## config.mk

```make
export PLATFORM = sky130hd
export DESIGN_NAME = vend_dispense_scheduler
export DESIGN_NICKNAME = d
export VERILOG_FILES = /design/src/rtl/vm_pkg.sv /design/src/rtl/vm_rr_arbiter.sv /design/src/rtl/vend_dispense_scheduler.sv
export SDC_FILE = /design/constraint.sdc
export NUM_CORES = 1
export LEC_CHECK = 0
export CAP_MARGIN = 20
export CORE_AREA = 2 2 63 89
export CTS_CLUSTER_DIAMETER = 200
export CTS_CLUSTER_SIZE = 20
export DETAILED_ROUTE_END_ITERATION = 6
export DIE_AREA = 0 0 65 91
export PLACE_DENSITY = 0.74
export SLEW_MARGIN = 20
export SYNTH_ARGS = -nofsm -noshare
export SYNTH_HDL_FRONTEND = slang
export SYNTH_SLANG_ARGS = --single-unit
```

## constraint.sdc

```tcl
create_clock -name clk -period 5.6 [get_ports clk]
set_clock_uncertainty 0.05 [all_clocks]
set_input_delay 0.56 -clock clk [delete_from_list [all_inputs] [get_ports clk]]
set_output_delay 0.56 -clock clk [all_outputs]
set_load 0.01 [all_outputs]
```

## src/rtl/vm_pkg.sv

```systemverilog
// Shared item codes, widths and FSM state encodings for the vending
// dispense/hopper scheduler.
package vm_pkg;
  localparam int ITEM_W    = 2;
  localparam int NUM_ITEMS = 4;
  localparam int REL_W     = 3;

  typedef enum logic [ITEM_W-1:0] {
    WATER = 2'b00,
    TEA   = 2'b01,
    COKE  = 2'b10,
    JUICE = 2'b11
  } item_e;

  typedef enum logic {
    DSP_IDLE = 1'b0,
    DSP_RUN  = 1'b1
  } disp_state_e;

  typedef enum logic [1:0] {
    HOP_IDLE  = 2'd0,
    HOP_EJECT = 2'd1,
    HOP_GAP   = 2'd2
  } hop_state_e;
endpackage

```

## src/rtl/vm_rr_arbiter.sv

```systemverilog
// Combinational round-robin arbiter: one-hot grant to the first requester
// at or after ptr_i, wrapping modulo N.
module vm_rr_arbiter #(
  parameter int N  = 2,
  parameter int PW = (N > 1) ? $clog2(N) : 1
) (
  input  logic [N-1:0]  req_i,
  input  logic [PW-1:0] ptr_i,
  output logic [N-1:0]  gnt_o,
  output logic          valid_o
);
  logic found;

  // Outer loop walks priority distance from ptr_i; inner loop keeps indices constant.
  always_comb begin
    gnt_o = '0;
    found = 1'b0;
    for (int i = 0; i < N; i++) begin
      for (int j = 0; j < N; j++) begin
        if (!found && req_i[j] && (((j - int'(ptr_i) + N) % N) == i)) begin
          gnt_o[j] = 1'b1;
          found    = 1'b1;
        end
      end
    end
  end

  assign valid_o = |req_i;
endmodule

```

## src/rtl/vend_dispense_scheduler.sv

```systemverilog
// Shares one dispense motor and one coin hopper between N_REQ front-ends:
// release slots, stock tracking, round-robin grants and mechanism timing.
module vend_dispense_scheduler
  import vm_pkg::*;
#(
  parameter int N_REQ       = 2,
  parameter int DISP_CYCLES = 4,
  parameter int COIN_GAP    = 2,
  parameter int STOCK_W     = 4,
  parameter int STOCK_INIT  = 10,
  parameter int CHG_W       = 4
) (
  input  logic                     clk,
  input  logic                     reset,
  input  logic [REL_W*N_REQ-1:0]   item_rels,
  input  logic [N_REQ-1:0]         change_return,
  input  logic                     restock,
  output logic                     disp_start,
  output logic [ITEM_W-1:0]        disp_item,
  output logic                     disp_busy,
  output logic                     coin_eject,
  output logic [NUM_ITEMS-1:0]     sold_out,
  output logic [N_REQ-1:0]         rel_ack,
  output logic [N_REQ-1:0]         err
);
  localparam int PTR_W  = (N_REQ > 1) ? $clog2(N_REQ) : 1;
  localparam int DCNT_W = (DISP_CYCLES > 1) ? $clog2(DISP_CYCLES) : 1;
  localparam int GCNT_W = (COIN_GAP > 1) ? $clog2(COIN_GAP) : 1;

  logic [N_REQ-1:0]     slot_full_q, slot_full_d;
  logic [ITEM_W-1:0]    slot_item_q [N_REQ];
  logic [ITEM_W-1:0]    slot_item_d [N_REQ];
  logic [STOCK_W-1:0]   stock_q [NUM_ITEMS];
  logic [STOCK_W-1:0]   stock_d [NUM_ITEMS];
  disp_state_e          dst_q, dst_d;
  logic [DCNT_W-1:0]    dcnt_q, dcnt_d;
  logic [PTR_W-1:0]     drr_q, drr_d, owner_q, owner_d, dsel;
  logic [ITEM_W-1:0]    ditem_q, ditem_d, gitem;
  logic                 start_q, start_d, busy_q, busy_d, can_grant;
  logic [N_REQ-1:0]     ack_q, ack_d, err_q, err_d, ovf, dgnt;
  logic                 dgnt_v;
  logic [NUM_ITEMS-1:0] sold_q, sold_d;

  hop_state_e           hst_q, hst_d;
  logic [GCNT_W-1:0]    gcnt_q, gcnt_d;
  logic [PTR_W-1:0]     hrr_q, hrr_d, hsel;
  logic [CHG_W-1:0]     owed_q [N_REQ];
  logic [CHG_W-1:0]     owed_d [N_REQ];
  logic [N_REQ-1:0]     owed_nz, hgnt, hdec;
  logic                 hgnt_v, coin_q, coin_d;

  vm_rr_arbiter #(.N(N_REQ), .PW(PTR_W)) u_disp_arb (
    .req_i(slot_full_q), .ptr_i(drr_q), .gnt_o(dgnt), .valid_o(dgnt_v)
  );

  vm_rr_arbiter #(.N(N_REQ), .PW(PTR_W)) u_hop_arb (
    .req_i(owed_nz), .ptr_i(hrr_q), .gnt_o(hgnt), .valid_o(hgnt_v)
  );

  always_comb begin
    dsel = '0;
    hsel = '0;
    for (int r = 0; r < N_REQ; r++) begin
      if (dgnt[r]) dsel = PTR_W'(r);
      if (hgnt[r]) hsel = PTR_W'(r);
      owed_nz[r] = |owed_q[r];
    end
  end

  // Dispense path; the last RUN cycle doubles as an IDLE so back-to-back grants lose no cycle.
  always_comb begin
    dst_d       = dst_q;
    dcnt_d      = dcnt_q;
    drr_d       = drr_q;
    owner_d     = owner_q;
    ditem_d     = ditem_q;
    slot_full_d = slot_full_q;
    slot_item_d = slot_item_q;
    stock_d     = stock_q;
    start_d     = 1'b0;
    busy_d      = busy_q;
    ack_d       = '0;
    err_d       = '0;
    gitem       = slot_item_q[dsel];
    can_grant   = (dst_q == DSP_IDLE) || (dcnt_q == '0);

    if (dst_q == DSP_RUN) begin
      if (dcnt_q == '0) begin
        ack_d[owner_q] = 1'b1;
        busy_d         = 1'b0;
        dst_d          = DSP_IDLE;
      end else begin
        dcnt_d = dcnt_q - 1'b1;
      end
    end

    if (can_grant && dgnt_v) begin
      slot_full_d[dsel] = 1'b0;
      drr_d = (dsel == PTR_W'(N_REQ - 1)) ? '0 : dsel + 1'b1;
      if (stock_q[gitem] == '0) begin
        err_d[dsel] = 1'b1;
      end else begin
        stock_d[gitem] = stock_q[gitem] - 1'b1;
        start_d        = 1'b1;
        busy_d         = 1'b1;
        ditem_d        = gitem;
        owner_d        = dsel;
        dcnt_d         = DCNT_W'(DISP_CYCLES - 1);
        dst_d          = DSP_RUN;
      end
    end

    for (int r = 0; r < N_REQ; r++) begin
      if (item_rels[REL_W*r + ITEM_W]) begin
        if (slot_full_q[r]) begin
          err_d[r] = 1'b1;
        end else begin
          slot_full_d[r] = 1'b1;
          slot_item_d[r] = item_rels[REL_W*r +: ITEM_W];
        end
      end
    end

    if (restock) begin
      for (int i = 0; i < NUM_ITEMS; i++) stock_d[i] = STOCK_W'(STOCK_INIT);
    end

    for (int i = 0; i < NUM_ITEMS; i++) sold_d[i] = (stock_q[i] == '0);
  end

  always_comb begin
    hst_d  = hst_q;
    gcnt_d = gcnt_q;
    hrr_d  = hrr_q;
    coin_d = 1'b0;
    hdec   = '0;
    case (hst_q)
      HOP_IDLE: begin
        if (hgnt_v) begin
          hdec   = hgnt;
          coin_d = 1'b1;
          hrr_d  = (hsel == PTR_W'(N_REQ - 1)) ? '0 : hsel + 1'b1;
          hst_d  = HOP_EJECT;
        end
      end
      HOP_EJECT: begin
        gcnt_d = GCNT_W'(COIN_GAP - 1);
        hst_d  = HOP_GAP;
      end
      HOP_GAP: begin
        if (gcnt_q == '0) hst_d = HOP_IDLE;
        else              gcnt_d = gcnt_q - 1'b1;
      end
      default: hst_d = HOP_IDLE;
    endcase

    // A pulse and a serve in the same cycle cancel, so they never trip saturation.
    for (int r = 0; r < N_REQ; r++) begin
      owed_d[r] = owed_q[r];
      ovf[r]    = 1'b0;
      if (change_return[r] && !hdec[r]) begin
        if (&owed_q[r]) ovf[r]    = 1'b1;
        else            owed_d[r] = owed_q[r] + 1'b1;
      end else if (!change_return[r] && hdec[r]) begin
        owed_d[r] = owed_q[r] - 1'b1;
      end
    end
  end

  always_ff @(posedge clk or posedge reset) begin
    if (reset) begin
      slot_full_q <= '0;
      dst_q       <= DSP_IDLE;
      dcnt_q      <= '0;
      drr_q       <= '0;
      owner_q     <= '0;
      ditem_q     <= '0;
      start_q     <= 1'b0;
      busy_q      <= 1'b0;
      ack_q       <= '0;
      err_q       <= '0;
      sold_q      <= '0;
      hst_q       <= HOP_IDLE;
      gcnt_q      <= '0;
      hrr_q       <= '0;
      coin_q      <= 1'b0;
      for (int r = 0; r < N_REQ; r++) begin
        slot_item_q[r] <= '0;
        owed_q[r]      <= '0;
      end
      for (int i = 0; i < NUM_ITEMS; i++) stock_q[i] <= STOCK_W'(STOCK_INIT);
    end else begin
      slot_full_q <= slot_full_d;
      slot_item_q <= slot_item_d;
      stock_q     <= stock_d;
      dst_q       <= dst_d;
      dcnt_q      <= dcnt_d;
      drr_q       <= drr_d;
      owner_q     <= owner_d;
      ditem_q     <= ditem_d;
      start_q     <= start_d;
      busy_q      <= busy_d;
      ack_q       <= ack_d;
      err_q       <= err_d | ovf;
      sold_q      <= sold_d;
      hst_q       <= hst_d;
      gcnt_q      <= gcnt_d;
      hrr_q       <= hrr_d;
      coin_q      <= coin_d;
      owed_q      <= owed_d;
    end
  end

  assign disp_start = start_q;
  assign disp_item  = ditem_q;
  assign disp_busy  = busy_q;
  assign coin_eject = coin_q;
  assign sold_out   = sold_q;
  assign rel_ack    = ack_q;
  assign err        = err_q;
endmodule
```

# [Word level (Yosys, flattened, before mapping)]
# Cells that the tools add are included.
[word_totals] input_bits=11 ff_bits=52 word_cells=210 out_inout_bits=13
[op_classes] eq_ne=11 order_cmp=7 mux=77 n_addsub=17 n_bitwise=13 reduce_logical=62
[op_table] operator="adder 32 x 3 -> 32 bit (second input constant)" count=4
[op_table] operator="zero test 32 bit" count=4
[op_table] operator="2-to-1 mux 16 bit" count=3
[op_table] operator="2-to-1 mux 1 bit" count=42
[op_table] operator="2-to-1 mux 4 bit" count=9
[op_table] operator="2-to-1 mux 2 bit" count=16
[op_table] operator="logical AND 1 bit" count=22
[op_table] operator="zero test 4 bit" count=5
[op_table] operator="bitwise mux 16 bit" count=1
[op_table] operator="AND reduction 2 bit" count=8
[op_table] operator="subtractor 4 x 1 -> 4 bit (second input constant)" count=3
[op_table] operator="== test 2 bit (second input constant)" count=5
[op_table] operator="zero test 1 bit" count=10
[op_table] operator="inequality test 2 bit (second input constant)" count=5
[op_table] operator="adder 4 x 1 -> 4 bit (second input constant)" count=2
[op_table] operator="binary-select mux 4 bit (select 2 bit)" count=1
[op_table] operator="demux 4 bit (select 2 bit)" count=1
[op_table] operator="AND reduction 4 bit" count=2
[op_table] operator="nonzero test 2 bit" count=4
[op_table] operator="OR reduction 4 bit" count=2
[op_table] operator="OR reduction 8 bit" count=1
[op_table] operator="subtractor 1 x 1 -> 2 bit (first input constant)" count=4
[op_table] operator="case mux 2 bit (3 select lines)" count=1
[op_table] operator="AND 1 bit" count=4
[op_table] operator="20 further kinds" count=28

# [Logic depth before layout (Yosys ltp)]
[logic_depth] word_depth=33 mapped_depth=11 ltp_nobuf=11

# [By module]
# A second synthesis with hierarchy kept.
[unflattened] hier_cells=237 area_unflattened_um2=2643.8
[by_module_without_submodules] module="vend_dispense_scheduler" cells_per_inst=229 instances=1 area_each_um2=2593.7 seq_area_each_um2=1311.3
[by_module_without_submodules] module="vm_rr_arbiter" cells_per_inst=4 instances=2 area_each_um2=25.0 seq_area_each_um2=0.0

# [Worst setup path after synthesis]
# OpenSTA, ideal clock, no wires.
[synth_timing] kind="register to register" startpoint="register drr_q" endpoint="register stock_q[15] (netlist bit)" t_required_ns=5.465 stages_incl_launch_ff=12 setup_time_ns=0.085 synth_period_minus_slack_ns=2.787 arrival_ns=2.652 slack_ns=2.813 path_cell_list="dfrtp_1 > nand2b_2 > and2_1 > buf_6 > mux2_2 > a211oi_1 > or2_2 > ha_1 > and3b_1 > or4_1 > a21oi_1 > o21ai_1"
[synth_via] elab_chain_len=32 elab_cells_between_ends=47 classes_between="add/sub (5); order compare (2); eq/ne (3); mux (18); bitwise (4); reduce/logical (15)"
[synth_lines] item="start: declaration" line="vend_dispense_scheduler.sv:37" rtl="logic [PTR_W-1:0] drr_q, drr_d, owner_q, owner_d, dsel;"
[synth_lines] item="start signal: assignment" line="vend_dispense_scheduler.sv:198" rtl="drr_q <= drr_d;"
[synth_lines] item="subtractor 1 x 1 -> 2 bit" line="vm_rr_arbiter.sv:20" rtl="if (!found && req_i[j] && (((j - int'(ptr_i) + N) % N) == i)) begin"
[synth_lines] item="adder 32 x 3 -> 32 bit" line="vm_rr_arbiter.sv:20"
[synth_lines] item="AND 1 bit (no source line)"
[synth_lines] item="zero test 32 bit" line="vm_rr_arbiter.sv:20"
[synth_lines] item="logical AND 1 bit" line="vm_rr_arbiter.sv:20"
[synth_lines] item="2-to-1 mux 1 bit" line="vm_rr_arbiter.sv:20"
[synth_lines] item="zero test 1 bit" line="vm_rr_arbiter.sv:20"
[synth_lines] item="logical AND 1 bit (2 in series)" line="vm_rr_arbiter.sv:20"
[synth_lines] item="[15 not listed]"
[synth_lines] item="binary-select mux 4 bit (select 2 bit) (tied with other cells)" line="vend_dispense_scheduler.sv:100, vend_dispense_scheduler.sv:103"
[synth_lines] item="2-to-1 mux 4 bit (not written as such) or logical AND 1 bit (tied branches)" line="vend_dispense_scheduler.sv:100, vend_dispense_scheduler.sv:103"
[synth_lines] item="2-to-1 mux 4 bit, on equally long branches" line="vend_dispense_scheduler.sv:100, vend_dispense_scheduler.sv:103"
[synth_lines] item="subtractor 4 x 1 -> 4 bit or demux 4 bit (select 2 bit) (tied branches)" line="vend_dispense_scheduler.sv:103" rtl="stock_d[gitem] = stock_q[gitem] - 1'b1;"
[synth_lines] item="bitwise mux 16 bit" line="vend_dispense_scheduler.sv:103"
[synth_lines] item="2-to-1 mux 16 bit" line="vend_dispense_scheduler.sv:100" rtl="if (stock_q[gitem] == '0) begin"
[synth_lines] item="2-to-1 mux 16 bit" line="vend_dispense_scheduler.sv:97" rtl="if (can_grant && dgnt_v) begin"
[synth_lines] item="2-to-1 mux 16 bit" line="vend_dispense_scheduler.sv:124" rtl="if (restock) begin"
[synth_lines] item="end signal: assignment" line="vend_dispense_scheduler.sv:195" rtl="stock_q <= stock_d;"
[synth_lines] item="end: declaration" line="vend_dispense_scheduler.sv:33" rtl="logic [STOCK_W-1:0] stock_q [NUM_ITEMS];"
# Mark *: on every way between the ends. The rest lies on a longest branch, timed or not. The select of a mux whose other input is x is not followed.
# A chain may end at the register's enable or synchronous reset.

# [Worst setup path in the final report]
[layout_timing] startpoint="register slot_full_q[0]" endpoint="register ditem_q[1] (netlist: disp_item[1])"
[layout_via] elab_chain_len=26 elab_cells_between_ends=29 classes_between="mux (12); bitwise (3); reduce/logical (14)"
[layout_lines] item="start: declaration" line="vend_dispense_scheduler.sv:30" rtl="logic [N_REQ-1:0] slot_full_q, slot_full_d;"
[layout_lines] item="start signal: assignment" line="vend_dispense_scheduler.sv:193" rtl="slot_full_q <= slot_full_d;"
[layout_lines] item="logical AND 1 bit" line="vm_rr_arbiter.sv:20"
[layout_lines] item="2-to-1 mux 1 bit" line="vm_rr_arbiter.sv:20"
[layout_lines] item="zero test 1 bit" line="vm_rr_arbiter.sv:20"
[layout_lines] item="logical AND 1 bit (2 in series)" line="vm_rr_arbiter.sv:20"
[layout_lines] item="2-to-1 mux 1 bit" line="vm_rr_arbiter.sv:20"
[layout_lines] item="zero test 1 bit" line="vm_rr_arbiter.sv:20"
[layout_lines] item="logical AND 1 bit (2 in series)" line="vm_rr_arbiter.sv:20"
[layout_lines] item="2-to-1 mux 1 bit" line="vm_rr_arbiter.sv:20"
[layout_lines] item="[5 not listed]"
[layout_lines] item="inverter 1 -> 2 bit (not written as such)" line="vend_dispense_scheduler.sv:84" rtl="gitem = slot_item_q[dsel];"
[layout_lines] item="2-to-1 mux 2 bit (not written as such) (3 in series)" line="vend_dispense_scheduler.sv:84"
[layout_lines] item="inverter 2 -> 3 bit (not written as such)" line="vend_dispense_scheduler.sv:100"
[layout_lines] item="binary-select mux 4 bit (select 2 bit)" line="vend_dispense_scheduler.sv:100"
[layout_lines] item="2-to-1 mux 4 bit (not written as such) (2 in series)" line="vend_dispense_scheduler.sv:100"
[layout_lines] item="zero test 4 bit" line="vend_dispense_scheduler.sv:100"
[layout_lines] item="inverter 1 bit (no source line)"
[layout_lines] item="AND reduction 2 bit (no source line)"
[layout_lines] item="end signal: assignment" line="vend_dispense_scheduler.sv:200" rtl="ditem_q <= ditem_d;"
[layout_lines] item="end: declaration" line="vend_dispense_scheduler.sv:38" rtl="logic [ITEM_W-1:0] ditem_q, ditem_d, gitem;"
# Several ways; a longest one is shown, not always the timed one. The select of a mux whose other input is x is not followed.

==> impl_metrics.env <==
export IMPL_synthesis_nets=260
export IMPL_hpwl_mm=3.97
export IMPL_dp_slack_ps=2470
export IMPL_async_flop_share_pct=100
export IMPL_wire_per_inst_um=15.7
export IMPL_die_area_um2=5920
export IMPL_grt_pass1_vias=1896
export IMPL_drt_wl_total_mm=5.20
export IMPL_cts_resized=0
export IMPL_clk_latency_ps=320
export IMPL_yosysWarnings=0
export IMPL_synthSimpleGateAreaFrac_pct=13.0
export IMPL_cts_tree="built"
export IMPL_rsz0062_at_grt="no"
export IMPL_htreeDepth=2
export IMPL_io_buffers=23
export IMPL_mostFrequentLayoutCells="44 x dfrtp_1, 23 x clkdlybuf4s50_1, 17 x nor2_1"
export IMPL_tightest_slew_ps=750
export IMPL_vias=1843
export IMPL_ios=24
export IMPL_finalWorstSetupSlack_ps=2440
export IMPL_maxCapViolations=0
export IMPL_p_per_area_nw_per_um2=617
export IMPL_total_power_mw=1.91
export IMPL_drt_initial_drc_count=78
export IMPL_cp_arrival_ps=3310
export IMPL_crit_path_end_kind="register"
export IMPL_path_max_fanout=6
export IMPL_path_delay_family="simple AND/OR/NAND/NOR gates"
export IMPL_drive_above_1_share_pct=15.8
export IMPL_root_buffer="clkbuf_8"
export IMPL_dieWidth_um=65
export IMPL_slew_headroom_pct=49.7
export IMPL_fillers=424
export IMPL_clock_sinks=52
export IMPL_routed_via_density=5.57
export IMPL_diodes=0
export IMPL_seqCellArea_um2=1310
export IMPL_synth_seq_area_share_pct=48.2
export IMPL_critPathLaunchType="register"
export IMPL_ys_flop_type="dfrtp_1"
export IMPL_final_util_pct=61.0
export IMPL_status="complete, no violations"
export IMPL_multi_input_area_um2=1330
export IMPL_synth_top_family_by_area="multiplexers"
export IMPL_layout_commonest_cell="dfrtp_1"
export IMPL_routabilityCongestion=0.841
export IMPL_antenna_found_initial=0
export IMPL_place_area_um2=3000
export IMPL_cts_buffer_depth=2
export IMPL_grt_max_degree=53
export IMPL_required_ps=5750
export IMPL_cts_clk_slew_worst_paths_ps=100
export IMPL_final_hold_viol_count=0
export IMPL_cp_slowest_cell="mux2_2"
export IMPL_dr_pass1_iters=4
export IMPL_start_util_pct=53.6
export IMPL_synthMuxAreaShare_pct=13.5
export IMPL_final_min_clock_period_ps=3160
export IMPL_route_antenna_remaining_nets=0
export IMPL_worstSetupPathType="reg -> reg"
export IMPL_post_route_cell_area_um2=3100
export IMPL_synth_compound_area_share_pct=12.4
export IMPL_fp_row_count=31
export IMPL_synth_edf_count=0
export IMPL_finalMaxSlewViolations=0
export IMPL_nets=285
export IMPL_worstHoldPathType="reg -> reg"
export IMPL_ir_drop_mv=0.326
export IMPL_max_stage_delay_ps=460
export IMPL_fin_crit_sh_pct=56.5
export IMPL_syn_area_um2=2720
export IMPL_cts_made_buffers=5
export IMPL_crit_buf_inv=0
export IMPL_drc=0
export IMPL_power_leakage_nw=1.31
export IMPL_synth_cell_type_count=49
export IMPL_synthCells=239
export IMPL_synth_seq_cells=52
export IMPL_fmax_mhz=316
export IMPL_cts_setup_buffers=0
export IMPL_finalSetupTns_ps=0
export IMPL_grt_overflow=0
export IMPL_synth_avg_cell_area_um2=11.4
export IMPL_grtUsageTotal_pct=19.8
export IMPL_postCtsHoldBufs=0
export IMPL_grt_pass1_wl_mm=8.98
export IMPL_synthXorXnorAreaFrac_pct=4.78
export IMPL_setup_viol=0
export IMPL_crit_chain="nand2b_2 -> and2_1 -> mux2_2 -> a211oi_1 -> or2_2 -> ha_1 -> nand2_1 -> a211oi_2 -> nor2_2 -> mux2_1"
export IMPL_die_height_um=91
export IMPL_area_growth_pct=13.9
export IMPL_synthAdderAreaFrac_pct=5.15
export IMPL_core_um2=5080
[synthesized netlist by cell type (4+ instances only)]
master,instances,area [µm²]
nand2_1,16,60.1
mux2i_1,14,140
ha_1,8,100
nor2b_1,4,25.0
nand3_1,5,25.0
a21o_1,5,37.5
nand4_1,4,25.0
inv_1,11,41.3
nor4_1,4,25.0
a21oi_1,16,80.1
o21ai_1,7,35.0
dfstp_2,8,210
dfrtp_1,44,1100
nor2_1,17,63.8
o21ai_0,6,30.0
xnor2_1,11,96.3
mux2_2,8,90.1
[power by group]
part / total (mW) / internal, mW / switching (mW)
registers: 0.717 / 0.550 / 0.168
logic: 0.966 / 0.463 / 0.504
clock network: 0.229 / 0.100 / 0.129
[per-stage QoR]
step / std cells / hold WS, ps
5_1_grt: 331 / 410
2_1_floorplan: 239 / 353
3_3_place_gp: 323 / 359
6_report: 331 / 382
4_1_cts: 331 / 384
3_5_place_dp: 323 / 371
[state kept, by name, summed over array words and instances, names as in the netlist, 2 cells and up]
register / cells
stock_q: 16
owed_q: 8
slot_item_q: 4
sold_out: 4
dcnt_q: 2
disp_item: 2
err: 2
hst_q: 2
rel_ack: 2
slot_full_q: 2
[metal layers]
layer / wire (µm) / global-route usage, %
met1: 2110 / 23.5
met2: 2900 / 35.1
met3: 125 / 3.84
met4: 68 / 6.74
met5: 0 / 0
[logic make-up (layout without fill, tap and decap cells)]
kind of cell	count (synthesis)	count (layout)
muxes	29	29
buffers and inverters	17	43
adders and majority gates	10	10
DFF	52	52
xor gates and xnor gates	14	14
and+or+nand+nor	64	64
AOI/OAI and AO/OA	53	53
[cell type report]
class,count,share of cell area [%]
repair buffers,24,7.67
flip-flops and latches,52,42.3
multi-input cells,170,42.9
clock inverters,2,0.484
well taps,66,2.66
clock buffers,6,2.66
inverters,11,1.33
[worst paths after layout]
check                      slack (ps)      startpoint  depth (start not counted)        endpoint
min                               380         owner_q                          1      rel_ack[0]
min in group asynchronous         690           reset                          3      disp_start
max reg2reg                      2440  slot_full_q[0]                         10    disp_item[1]
min reg2reg                       380         owner_q                          1      rel_ack[0]
max in group asynchronous        4370           reset                          3  slot_item_q[3]
max                              2440  slot_full_q[0]                         10    disp_item[1]
(Power assumes the default switching activity.)
